--- src/rtl/traffic_phase_ctrl_if.sv ---
// Control inputs and display/LED outputs of the traffic phase sequencer.
// master drives the controls; slave is the sequencer itself.
interface traffic_phase_ctrl_if;
    logic       i_en;
    logic       i_ped_req;
    logic       i_night;
    logic [1:0] o_phase;
    logic [3:0] o_tens;
    logic [3:0] o_ones;
    logic       o_ped_ack;
    logic       o_phase_start;

    modport master (
        output i_en, i_ped_req, i_night,
        input  o_phase, o_tens, o_ones, o_ped_ack, o_phase_start
    );

    modport slave (
        input  i_en, i_ped_req, i_night,
        output o_phase, o_tens, o_ones, o_ped_ack, o_phase_start
    );
endinterface

--- src/rtl/traffic_phase_ctrl.sv ---
// RED/GREEN/YELLOW phase sequencer with BCD countdown, pedestrian
// green shortening, pause and night flash mode.
module traffic_phase_ctrl #(
    parameter int T_RED    = 25,
    parameter int T_GREEN  = 30,
    parameter int T_YELLOW = 5,
    parameter int T_PED    = 5
) (
    input  logic                 clk_1Hz,
    input  logic                 i_rst_n,
    traffic_phase_ctrl_if.slave  bus
);

    typedef enum logic [2:0] {
        S_RED       = 3'd0,
        S_GREEN     = 3'd1,
        S_YELLOW    = 3'd2,
        S_NIGHT_ON  = 3'd3,
        S_NIGHT_OFF = 3'd4
    } state_t;

    localparam logic [6:0] L_RED    = 7'(T_RED);
    localparam logic [6:0] L_GREEN  = 7'(T_GREEN);
    localparam logic [6:0] L_YELLOW = 7'(T_YELLOW);
    localparam logic [6:0] L_PED    = 7'(T_PED);
    localparam logic [3:0] RST_TENS = 4'(T_RED / 10);
    localparam logic [3:0] RST_ONES = 4'(T_RED % 10);

    state_t     state_q, state_d;
    state_t     nxt_state;
    logic [6:0] nxt_len;
    logic [6:0] rem_q, rem_d;
    logic [3:0] tens_q, tens_d;
    logic [3:0] ones_q, ones_d;
    logic [1:0] phase_q, phase_d;
    logic       ped_q, ped_d;
    logic       ack_q, ack_d;
    logic       start_q, start_d;

    always_ff @(posedge clk_1Hz or negedge i_rst_n) begin
        if (!i_rst_n) begin
            state_q <= S_RED;
            rem_q   <= L_RED;
            tens_q  <= RST_TENS;
            ones_q  <= RST_ONES;
            phase_q <= 2'b01;
            ped_q   <= 1'b0;
            ack_q   <= 1'b0;
            start_q <= 1'b0;
        end else begin
            state_q <= state_d;
            rem_q   <= rem_d;
            tens_q  <= tens_d;
            ones_q  <= ones_d;
            phase_q <= phase_d;
            ped_q   <= ped_d;
            ack_q   <= ack_d;
            start_q <= start_d;
        end
    end

    always_comb begin
        nxt_state = S_RED;
        nxt_len   = L_RED;
        unique case (state_q)
            S_RED: begin
                nxt_state = S_GREEN;
                nxt_len   = L_GREEN;
            end
            S_GREEN: begin
                nxt_state = S_YELLOW;
                nxt_len   = L_YELLOW;
            end
            default: begin
                nxt_state = S_RED;
                nxt_len   = L_RED;
            end
        endcase
    end

    // Priority: night > phase advance > pedestrian service > decrement.
    always_comb begin
        state_d = state_q;
        rem_d   = rem_q;
        ped_d   = ped_q | bus.i_ped_req;
        ack_d   = 1'b0;
        start_d = 1'b0;
        if (bus.i_night) begin
            state_d = (state_q == S_NIGHT_ON) ? S_NIGHT_OFF : S_NIGHT_ON;
            rem_d   = 7'd0;
            ped_d   = 1'b0;
        end else begin
            unique case (state_q)
                S_NIGHT_ON, S_NIGHT_OFF: begin
                    state_d = S_RED;
                    rem_d   = L_RED;
                    start_d = 1'b1;
                end
                S_RED, S_GREEN, S_YELLOW: begin
                    if (bus.i_en) begin
                        if (rem_q <= 7'd1) begin
                            state_d = nxt_state;
                            rem_d   = nxt_len;
                            start_d = 1'b1;
                        end else if (state_q == S_GREEN && ped_q) begin
                            ack_d = 1'b1;
                            ped_d = 1'b0;
                            rem_d = (rem_q > L_PED) ? L_PED : rem_q - 7'd1;
                        end else begin
                            rem_d = rem_q - 7'd1;
                        end
                    end
                end
                default: begin
                    state_d = S_RED;
                    rem_d   = L_RED;
                    ped_d   = 1'b0;
                end
            endcase
        end
    end

    always_comb begin
        phase_d = 2'b01;
        unique case (state_d)
            S_RED:       phase_d = 2'b01;
            S_GREEN:     phase_d = 2'b11;
            S_YELLOW:    phase_d = 2'b10;
            S_NIGHT_ON:  phase_d = 2'b10;
            S_NIGHT_OFF: phase_d = 2'b00;
            default:     phase_d = 2'b01;
        endcase
        tens_d = 4'(rem_d / 7'd10);
        ones_d = 4'(rem_d % 7'd10);
    end

    assign bus.o_phase       = phase_q;
    assign bus.o_tens        = tens_q;
    assign bus.o_ones        = ones_q;
    assign bus.o_ped_ack     = ack_q;
    assign bus.o_phase_start = start_q;

endmodule
--- src/flat_wrapper.sv ---
// flat-port wrapper written by rule: the top's interface ports become plain ports
module traffic_phase_ctrl_flat 
#(
    parameter int T_RED    = 25,
    parameter int T_GREEN  = 30,
    parameter int T_YELLOW = 5,
    parameter int T_PED    = 5
)
  (clk_1Hz, i_rst_n, bus_i_en, bus_i_ped_req, bus_i_night, bus_o_phase, bus_o_tens, bus_o_ones, bus_o_ped_ack, bus_o_phase_start);
  traffic_phase_ctrl_if bus_i ();
  input  logic clk_1Hz;
  input  logic i_rst_n;
  input wire logic [$bits(bus_i.i_en)-1:0] bus_i_en;
  input wire logic [$bits(bus_i.i_ped_req)-1:0] bus_i_ped_req;
  input wire logic [$bits(bus_i.i_night)-1:0] bus_i_night;
  output wire logic [$bits(bus_i.o_phase)-1:0] bus_o_phase;
  output wire logic [$bits(bus_i.o_tens)-1:0] bus_o_tens;
  output wire logic [$bits(bus_i.o_ones)-1:0] bus_o_ones;
  output wire logic [$bits(bus_i.o_ped_ack)-1:0] bus_o_ped_ack;
  output wire logic [$bits(bus_i.o_phase_start)-1:0] bus_o_phase_start;
  assign bus_i.i_en = bus_i_en;
  assign bus_i.i_ped_req = bus_i_ped_req;
  assign bus_i.i_night = bus_i_night;
  assign bus_o_phase = bus_i.o_phase;
  assign bus_o_tens = bus_i.o_tens;
  assign bus_o_ones = bus_i.o_ones;
  assign bus_o_ped_ack = bus_i.o_ped_ack;
  assign bus_o_phase_start = bus_i.o_phase_start;
  traffic_phase_ctrl #(.T_RED(T_RED), .T_GREEN(T_GREEN), .T_YELLOW(T_YELLOW), .T_PED(T_PED)) u_core (.clk_1Hz(clk_1Hz), .i_rst_n(i_rst_n), .bus(bus_i));
endmodule
--- config.mk ---
export PLATFORM = sky130hd
export DESIGN_NAME = traffic_phase_ctrl_flat
export DESIGN_NICKNAME = d
export VERILOG_FILES = /design/src/rtl/traffic_phase_ctrl_if.sv /design/src/rtl/traffic_phase_ctrl.sv /design/src/flat_wrapper.sv
export SDC_FILE = /design/constraint.sdc
export NUM_CORES = 1
export LEC_CHECK = 0
export ABC_AREA = 1
export CAP_MARGIN = 20
export CORE_MARGIN = 5
export CORE_UTILIZATION = 45
export CTS_CLUSTER_DIAMETER = 50
export CTS_CLUSTER_SIZE = 16
export DETAILED_ROUTE_END_ITERATION = 12
export PLACE_DENSITY = 0.66
export SYNTH_ARGS = -nofsm -noshare
export SYNTH_HDL_FRONTEND = slang
export SYNTH_SLANG_ARGS = --single-unit
--- constraint.sdc ---
create_clock -name clk_1Hz -period 3.6 [get_ports clk_1Hz]
set_input_delay 0.72 -clock clk_1Hz [delete_from_list [all_inputs] [get_ports clk_1Hz]]
set_output_delay 0.72 -clock clk_1Hz [all_outputs]
set_load 0.01 [all_outputs]
==> results.yml <==
final_layout:
  num-fill-cells: 308
  nNetsFinal: 226
  num_antenna_cells: 0
  syn2layout_area_growth_pct: 15.14
  mostFrequentLayoutCells: "38 x nand2_1, 34 x inv_1, 16 x nor2_1, 16 x clkdlybuf4s50_1, 16 x dfrtp_1"
  multi_input_area_sq_um: 880.8
  regArea_sq_um: 558.0
  layout_commonest_cell: "nand2_1"
  drive_above_1_share_pct: 26.73
  fin_area_sq_um: 1856
worst_hold_path:
  min_path_cells: 2
  hold-path-endpoint: "u_core.ped_q"
  hold_start: "u_core.ped_q"
  hold_path.class: "flop to flop"
global_route:
  antenna_found_initial: 0
  grt_pass1_wl_um: 5789
  grt_max_degree: 23
  overflow: 0
  grt_usage_pct: 14.33
  grt_pass1_vias: 1303
timing:
  rsz0062_at_grt: "no"
  finalSetupTns_ns: 0
  max_freq_mhz: 299.8
  slew_violations: 0
  fin_crit_sh_pct: 92.65
  skew_ns: 0.005637
  finalHoldViolations: 0
  setup_viol: 0
  min_period_ns: 3.335
  worstMarginPinSlew_ns: 0.9727
  relSlewSlack_pct: 34.95
power:
  swShare_pct: 51.21
  pwr-share-comb_pct: 68.8
  leakage_uw: 0.0009804
  vdd_drop_max_mv: 0.4141
  p_clk_share_pct: 7.4
  internal_power_uw: 898.3
  pwr-share-seq_pct: 23.9
  power_density_nw_per_um2: 992.2
  p_sw_uw: 942.8
  finalPower_uw: 1841
synthesis:
  synth_edf_count: 0
  synthArstFlopShare_pct: 100.0
  syn_avg_cell_area_sq_um: 8.139
  synth_seq_cells: 22
  yosysSeqAreaShare_pct: 34.63
  syn-num-nets: 206
  synth_top_flop_cell: "dfrtp_1"
  synth_warnings: 0
  ys_types: 35
  syn-instance-count: 198
  syn_area_sq_um: 1612
setup_path:
  r2r_slack_ns: 0.35
  critPathSlowestCell: "clkdlybuf4s50_1"
  critical_path.cell_chain: "clkdlybuf4s50_1 -> inv_1 -> a21oi_1 -> nand2_1 -> o21bai_4 -> nand3_2 -> nand3_1 -> nand2_1 -> a21boi_4 -> nand2_4 -> nand2_4 -> nand2_1 -> nand2_1 -> inv_1 -> ha_1 -> inv_1 -> nand3_2 -> nand3_2 -> nand2_1 -> nand2_1"
  cp_top_family: "simple AND/OR/NAND/NOR gates"
  rr_worst_depth: 24
  critPathMaxFanout: 6
  cpPeakStageDelay_ns: 0.60
  rr_startpoint: "u_core.rem_q[0]"
  r2r_end: "u_core.bus.o_ones[1]"
  endpoint_kind: "flop"
  worstPathRequired_ns: 3.85
  crit_type: "primary input to flop"
  cp_common_cell: "nand2_1"
  worstPathArrival_ns: 3.59
  crit_path_start_kind: "primary input"
  path_buf_inv: 4
placed_design:
  io_buffers: 16
  place_area_sq_um: 1819
  gp_congestion: 0.8657
  dp_hpwl_um: 2619
routing:
  drt_iter0_drc: 60
  ant_nets: 0
  dr.pass1.iters: 4
  vias: 1288
  drc: 0
  viasPerCell: 4.897
  wire_per_inst_um: 12.50
  wl_um: 3287
cts:
  cts_htree_levels: 1
  cts.clk_slew.worst_paths_ns: 0.12
  post_cts_buffers: 0
  cts_tree: "done"
  post_cts_resized: 0
  hold_buffers: 0
  clockBufferDepth: 2
  numCtsBuffers: 3
  cts_root_buf: "clkbuf_4"
  clk_latency_ns: 0.30
  cts.sinks: 22
outcome:
  status: "completed"
job:
  maxCapViolations: 0
floorplan:
  die_h_um: 69.85
  core_sq_um: 3390
  die_area_sq_um: 4878
  io_pins: 17
  rows: 21
  die_w_um: 69.85
  start_util_pct: 47.55
tightest hold or removal path: cells and delay by family, from the launching register on:
| kind | cells | cell delay (ns) |
|---|---|---|
| buffers and inverters | 1 | 0.05 |
| DFF | 1 | 0.37 |
| AOI/OAI and AO/OA | 1 | 0.10 |
power by group through the flow:
stage / sequential, uW / clock, uW / combinational [uW]
after floorplan: 454 / 0 / 961
after global placement: 442 / 0 / 1230
after detailed placement: 445 / 0 / 1260
after CTS: 440 / 140 / 1270
after global routing: 451 / 152 / 1420
final: 440 / 136 / 1270
how the worst max path moves through the flow:
stage	start	endpoint	slack, ns	cells past startpoint
2_1_floorplan	u_core.rem_q[0]	u_core.bus.o_ones[1]	0.79	25
3_3_place_gp	bus_i_en	u_core.bus.o_ones[2]	0.12	22
3_5_place_dp	bus_i_en	u_core.bus.o_ones[1]	0.01	20
4_1_cts	bus_i_en	u_core.bus.o_ones[1]	0.29	20
5_1_grt	bus_i_en	u_core.bus.o_ones[1]	0.002	20
6_report	bus_i_en	u_core.bus.o_ones[1]	0.26	20
state kept, by name, summed over array words and instances, names as in the netlist:
register / count
u_core.rem_q: 7
u_core.ped_q: 1
u_core.bus.o_phase: 2
u_core.bus.o_tens: 4
u_core.bus.o_ped_ack: 1
u_core.bus.o_phase_start: 1
u_core.bus.o_ones: 3
u_core.state_q: 3
cell type report:
cell class                 count  share of cell area [%]
sequential                    22                   30.07
clock buffer                   4                   1.955
inverter                      39                   7.957
timing repair buffer          18                   9.440
tap                           46                   3.102
multi-input combinational    134                   47.47
cell usage after synthesis, types with 3 or more instances:
cell type	instances	area [sq um]
nand2_1	38	142.6
inv_1	34	127.6
dfrtp_1	16	400.4
nor2_1	16	60.06
nand3_1	10	50.05
nand2_4	9	101.4
nand3_2	9	90.09
nand2_2	8	50.05
o21ai_0	7	35.03
dfstp_2	6	157.7
a21oi_1	5	25.02
nand4_1	4	25.02
nor2_2	4	25.02
ha_1	3	37.54
inv_2	3	11.26
nor2_8	3	60.06
stage by stage:
step	utilization, %	hold WS (ns)	std cells	setup WS [ns]
final	54.74	0.5511	263	0.2647
after global routing	54.74	0.5892	263	0.002057
after CTS	54.74	0.5478	263	0.2919
after detailed placement	53.67	0.5171	259	0.01389
after global placement	53.67	0.5003	259	0.1197
after floorplan	-	0.4244	198	0.7853
per-layer routing:
layer / GRT usage (%) / routed length (um)
met5: 0 / 0
met4: 5.957 / 68
met1: 18.09 / 1532
met2: 23.71 / 1591
met3: 2.754 / 94
cells by family (layout without fill, tap and decap cells):
group / Yosys count / after routing / synth area share [%]
XOR/XNOR: 2 / 2 / 1.087
AND/OR/NAND/NOR: 104 / 104 / 39.29
buffers and inverters: 42 / 61 / 10.71
adder cells (fa/ha/maj): 3 / 3 / 2.329
AO/OA/AOI/OAI: 25 / 25 / 11.96
flip-flops: 22 / 22 / 34.63
(Power assumes the default switching activity.)
